===== src/rtl/minbd_pkg.sv =====
// Shared MinBD router definitions: flit format and injection starvation threshold.
package minbd_pkg;
  localparam int FLIT_WIDTH       = 64;
  localparam int INJ_STARVE_LIMIT = 8;

  typedef logic [FLIT_WIDTH-1:0] flit_t;
endpackage


===== src/rtl/inject_queue_mem.sv =====
// DEPTH x WIDTH register file for the injection queue: one write port,
// one asynchronous read port, storage cleared on reset.
module inject_queue_mem
  import minbd_pkg::*;
#(
  parameter int WIDTH = FLIT_WIDTH,
  parameter int DEPTH = 4,
  localparam int AW   = $clog2(DEPTH)
) (
  input  logic             clk,
  input  logic             reset,
  input  logic             wr_en,
  input  logic [AW-1:0]    wr_addr,
  input  logic [WIDTH-1:0] wr_data,
  input  logic [AW-1:0]    rd_addr,
  output logic [WIDTH-1:0] rd_data
);

  logic [WIDTH-1:0] mem_r [DEPTH];

  // Storage array, written at the write pointer on a push.
  always_ff @(posedge clk or posedge reset) begin
    if (reset) begin
      mem_r <= '{default: '0};
    end else if (wr_en) begin
      mem_r[wr_addr] <= wr_data;
    end
  end

  assign rd_data = mem_r[rd_addr];

endmodule


===== src/rtl/inject_queue.sv =====
// Local-injection FIFO for the MinBD router: buffers PE flits, presents the
// oldest to the injection stage and flags a head flit that has waited too long.
module inject_queue
  import minbd_pkg::*;
#(
  parameter int WIDTH        = FLIT_WIDTH,
  parameter int DEPTH        = 4,
  parameter int STARVE_LIMIT = INJ_STARVE_LIMIT,
  localparam int CW          = $clog2(DEPTH + 1),
  localparam int AW          = $clog2(DEPTH),
  localparam int SW          = $clog2(STARVE_LIMIT + 1)
) (
  input  logic             clk,
  input  logic             reset,
  input  logic             in_valid,
  input  logic [WIDTH-1:0] in_data,
  output logic             in_ready,
  output logic             out_valid,
  output logic [WIDTH-1:0] out_data,
  input  logic             out_grant,
  output logic [CW-1:0]    count,
  output logic             starve
);

  localparam logic [CW-1:0] FULL_CNT   = CW'(DEPTH);
  localparam logic [SW-1:0] STARVE_CNT = SW'(STARVE_LIMIT);

  logic [AW-1:0] wr_ptr_r;
  logic [AW-1:0] rd_ptr_r;
  logic [CW-1:0] count_r;
  logic [CW-1:0] count_nxt_s;
  logic [SW-1:0] wait_r;
  logic [SW-1:0] wait_nxt_s;
  logic          ready_r;
  logic          valid_r;
  logic          starve_r;
  logic          push_s;
  logic          pop_s;

  // Handshakes use registered flags only, so a full queue never takes a flit
  // even when the head leaves in the same cycle.
  assign push_s = in_valid && ready_r;
  assign pop_s  = out_grant && valid_r;

  inject_queue_mem #(
    .WIDTH (WIDTH),
    .DEPTH (DEPTH)
  ) u_mem (
    .clk     (clk),
    .reset   (reset),
    .wr_en   (push_s),
    .wr_addr (wr_ptr_r),
    .wr_data (in_data),
    .rd_addr (rd_ptr_r),
    .rd_data (out_data)
  );

  // Next occupancy: push and pop together leave it unchanged.
  always_comb begin
    count_nxt_s = count_r;
    if (push_s && !pop_s) begin
      count_nxt_s = count_r + CW'(1);
    end else if (pop_s && !push_s) begin
      count_nxt_s = count_r - CW'(1);
    end else begin
      count_nxt_s = count_r;
    end
  end

  // Next head wait time: restarts on empty or pop, saturates at the limit.
  always_comb begin
    wait_nxt_s = wait_r;
    if (!valid_r || pop_s) begin
      wait_nxt_s = '0;
    end else if (wait_r != STARVE_CNT) begin
      wait_nxt_s = wait_r + SW'(1);
    end else begin
      wait_nxt_s = wait_r;
    end
  end

  // Pointers, occupancy, wait counter and the registered status flags.
  always_ff @(posedge clk or posedge reset) begin
    if (reset) begin
      wr_ptr_r <= '0;
      rd_ptr_r <= '0;
      count_r  <= '0;
      wait_r   <= '0;
      ready_r  <= 1'b1;
      valid_r  <= 1'b0;
      starve_r <= 1'b0;
    end else begin
      if (push_s) begin
        wr_ptr_r <= wr_ptr_r + AW'(1);
      end
      if (pop_s) begin
        rd_ptr_r <= rd_ptr_r + AW'(1);
      end
      count_r  <= count_nxt_s;
      wait_r   <= wait_nxt_s;
      ready_r  <= (count_nxt_s < FULL_CNT);
      valid_r  <= (count_nxt_s != '0);
      starve_r <= (wait_nxt_s == STARVE_CNT);
    end
  end

  assign in_ready  = ready_r;
  assign out_valid = valid_r;
  assign count     = count_r;
  assign starve    = starve_r;

endmodule


===== config.mk =====
export PLATFORM = sky130hd
export DESIGN_NAME = inject_queue
export DESIGN_NICKNAME = d
export VERILOG_FILES = /design/src/rtl/minbd_pkg.sv /design/src/rtl/inject_queue_mem.sv /design/src/rtl/inject_queue.sv
export SDC_FILE = /design/constraint.sdc
export NUM_CORES = 1
export LEC_CHECK = 0
export CAP_MARGIN = 5
export CORE_MARGIN = 5
export CORE_UTILIZATION = 51
export CTS_CLUSTER_DIAMETER = 50
export CTS_CLUSTER_SIZE = 10
export DETAILED_ROUTE_END_ITERATION = 10
export GPL_ROUTABILITY_DRIVEN = 0
export GPL_TIMING_DRIVEN = 0
export PLACE_DENSITY_LB_ADDON = 0.05
export SLEW_MARGIN = 20
export SYNTH_ARGS = -nofsm -noshare
export SYNTH_HDL_FRONTEND = slang
export SYNTH_HIERARCHICAL = 1
export SYNTH_SLANG_ARGS = --single-unit

===== constraint.sdc =====
create_clock -name clk -period 7.5 [get_ports clk]
set_input_delay 1.125 -clock clk [delete_from_list [all_inputs] [get_ports clk]]
set_output_delay 1.125 -clock clk [all_outputs]
set_load 0.05 [all_outputs]

==> results.txt, run 1 <==
Clock Sinks: 270
HPWL Detailed: 18000 um
TritonCTS clock tree: done
commonest non-fill, non-tap cells in the layout: 269 x dfrtp_1, 137 x clkdlybuf4s50_1, 121 x mux2_4
synth-to-layout area growth: 24.3%
Synth async-reset ratio: 100%
H-tree depth: 2
flop-to-flop setup slack: 5.37 ns
Final Hold Viols: 0
drt first pass iters: 4
min setup slack post-route: 3.60 ns
synth unique cells: 34
Crit path arrival time: 2.78 ns
first-pass GRT wire length: 43100 um
Setup CP Type: register to primary output
Max FO, Critical Path: 10
Worst Hold Class: register to register
most common cell after layout, fill and taps aside: dfrtp_1
Mapped Cells: 694
Post-synth EDFFs: 0
die height: 166 um
Setup Buffers After CTS: 0
layout cells sized above 1: 41.2%
FMAX: 0.256 GHz
Synth area leaders: dfrtp_1 54%, mux2_4 15%, mux4_2 12%
Main synth FF type: dfrtp_1
RSZ-0062 raised after global routing: no
WL/cell: 21.6 um
skew final: 0.0108 ns
warnings from Yosys: 6
die area: 27500 um2
largest net degree at the start of global routing: 38
top cell type by total area after synthesis: dfrtp_1
Cell Area, Synth: 12400 um2
average footprint of a synthesized cell: 17.8 um2
initial core utilization: 51.3%
DRC: 0
fin crit share: 52.0%
run status: complete, no violations
via count: 6690
final setup vio count: 0
input/output buffers: 137
worst skew pair latency: 0.49 ns
# IOs: 138
syn_nets: 766
Core Box Area: 24100 um2
Relative slew margins: 59.4%
final WL: 26300 um
CTS clk-pin slew, worst paths: 0.05 ns
pre-CTS WS: 4.10 ns
Yosys top cell area share: 54.4%
Yosys reg bits: 270
initial antenna violation count: 2
vias per inst: 5.49
vias in the first global route: 7796
GR Overflow Total: 0
All-Layer GR Usage: 19.5%
Fin Setup TNS: 0 ns
CP Capture Type: primary output
crit start category: register
Max clock buf depth: 3
Initial DRC Count: 329
TritonCTS buffer count: 36
CTS Hold Bufs: 0
Worst-Margin Slew: 0.607 ns
Critical Path RT: 6.38 ns
Post-DRT Antenna Nets: 0
number of nets in the layout: 949
register area share after synthesis: 54.6%
post-layout min period: 3.90 ns
root buf cell: clkbuf_16
Die Span X: 166 um
post_cts resized: 0
Max Cap Viol: 0
Max Slew Vio Count: 0
Rows: 57
## worst paths after layout
path,depth (start not counted),from,end
max in group asynchronous,5,reset,u_mem/mem_r[99]
worst min register to register,1,u_mem/mem_r[234],u_mem/mem_r[234]
min in group asynchronous,2,reset,u_mem/mem_r[4]
worst min-delay path,1,u_mem/mem_r[234],u_mem/mem_r[234]
worst max register to register,5,in_ready,u_mem/mem_r[49]
worst max-delay path,5,rd_ptr_r[0],out_data[2]
## per-layer routing
metal | GRT usage, % | part of all wire, % | up-vias | wire length [um]
met4 | 5.13 | 2.0 | 0 | 522
met5 | 0 | 0 | - | 0
met2 | 33.3 | 50 | 141 | 13300
met1 | 25.4 | 43 | 3563 | 11300
li1 | - | - | 2949 | -
met3 | 4.50 | 4.7 | 37 | 1230
## synthesized netlist by cell type, types with 2 or more instances
library cell / number
a21bo_2: 3
and2_1: 4
buf_2: 6
buf_4: 17
buf_6: 20
dfrtp_1: 269
ha_1: 4
inv_1: 8
mux2_1: 65
mux2_2: 71
mux2_4: 121
mux2i_1: 3
mux4_2: 64
nand2_1: 4
nand3_1: 4
nand3b_1: 5
o211ai_1: 2
o21ai_0: 2
xnor2_1: 7
## worst max-delay path, cell delays in order (launching register included)
cell	delay, ns
dfrtp_1	0.39
buf_4	0.26
buf_4	0.27
buf_4	0.26
mux4_2	0.37
clkdlybuf4s50_1	0.73
## per-stage QoR
| step | hold WS [ns] | instance area, um2 | utilization, % | instances |
|---|---|---|---|---|
| 5_1_grt | 0.497 | 15400 | 63.8 | 1219 |
| 3_5_place_dp | 0.470 | 14300 | 59.4 | 1163 |
| 2_1_floorplan | 0.447 | 12400 | - | 694 |
| 4_1_cts | 0.484 | 15400 | 63.8 | 1217 |
| 6_report | 0.481 | 15400 | 63.8 | 1219 |
| 3_3_place_gp | 0.462 | 14200 | 58.7 | 1155 |
## cell type report
| cell class | count | area, um2 |
|---|---|---|
| fillers | 1740 | 8720 |
| well taps | 324 | 405 |
| plain buffers | 43 | 383 |
| repair buffers | 145 | 1540 |
| flip-flops and latches | 270 | 6760 |
| diodes | 2 | 5.00 |
| clock inverters | 8 | 42.5 |
| inverters | 8 | 33.8 |
| clock buffers | 46 | 1010 |
| multi-input cells | 373 | 5210 |
## kinds of logic after synthesis
group	after synthesis	synth area share (%)
XOR/XNOR	7	0.495
AND/OR/NAND/NOR	24	1.28
flip-flops	270	54.6
adder cells (fa/ha/maj)	4	0.404
multiplexers	324	38.9
buffers and inverters	51	3.34
AO/OA/AOI/OAI	14	0.950
## state kept, by name, indices dropped and copies added, names as in the netlist
signal       cells
wait_r           4
u_mem/mem_r    256
count            3
rd_ptr_r         2
starve           1
in_ready         1
wr_ptr_r         2
out_valid        1
Power of run 1 is left out: the tool's default activity adds up to more than one toggle a clock period on the data nets, which glitch-free logic cannot reach.
==> run 2: changes to the inputs <==
clock period = 3.46 ns   (was 7.5 ns; I/O delays follow)
==> results of run 2 <==
Same layout as run 1 (identical final DEF). Status: complete, no violations.
Main changes from that run: setup slack after placement 4.10 ns -> 0.661 ns; setup slack after layout 3.60 ns -> 0.164 ns; hold slack 0.481 ns -> 0.395 ns; register-to-register setup slack 5.37 ns -> 1.33 ns
Power of run 2 is left out for the same reason.
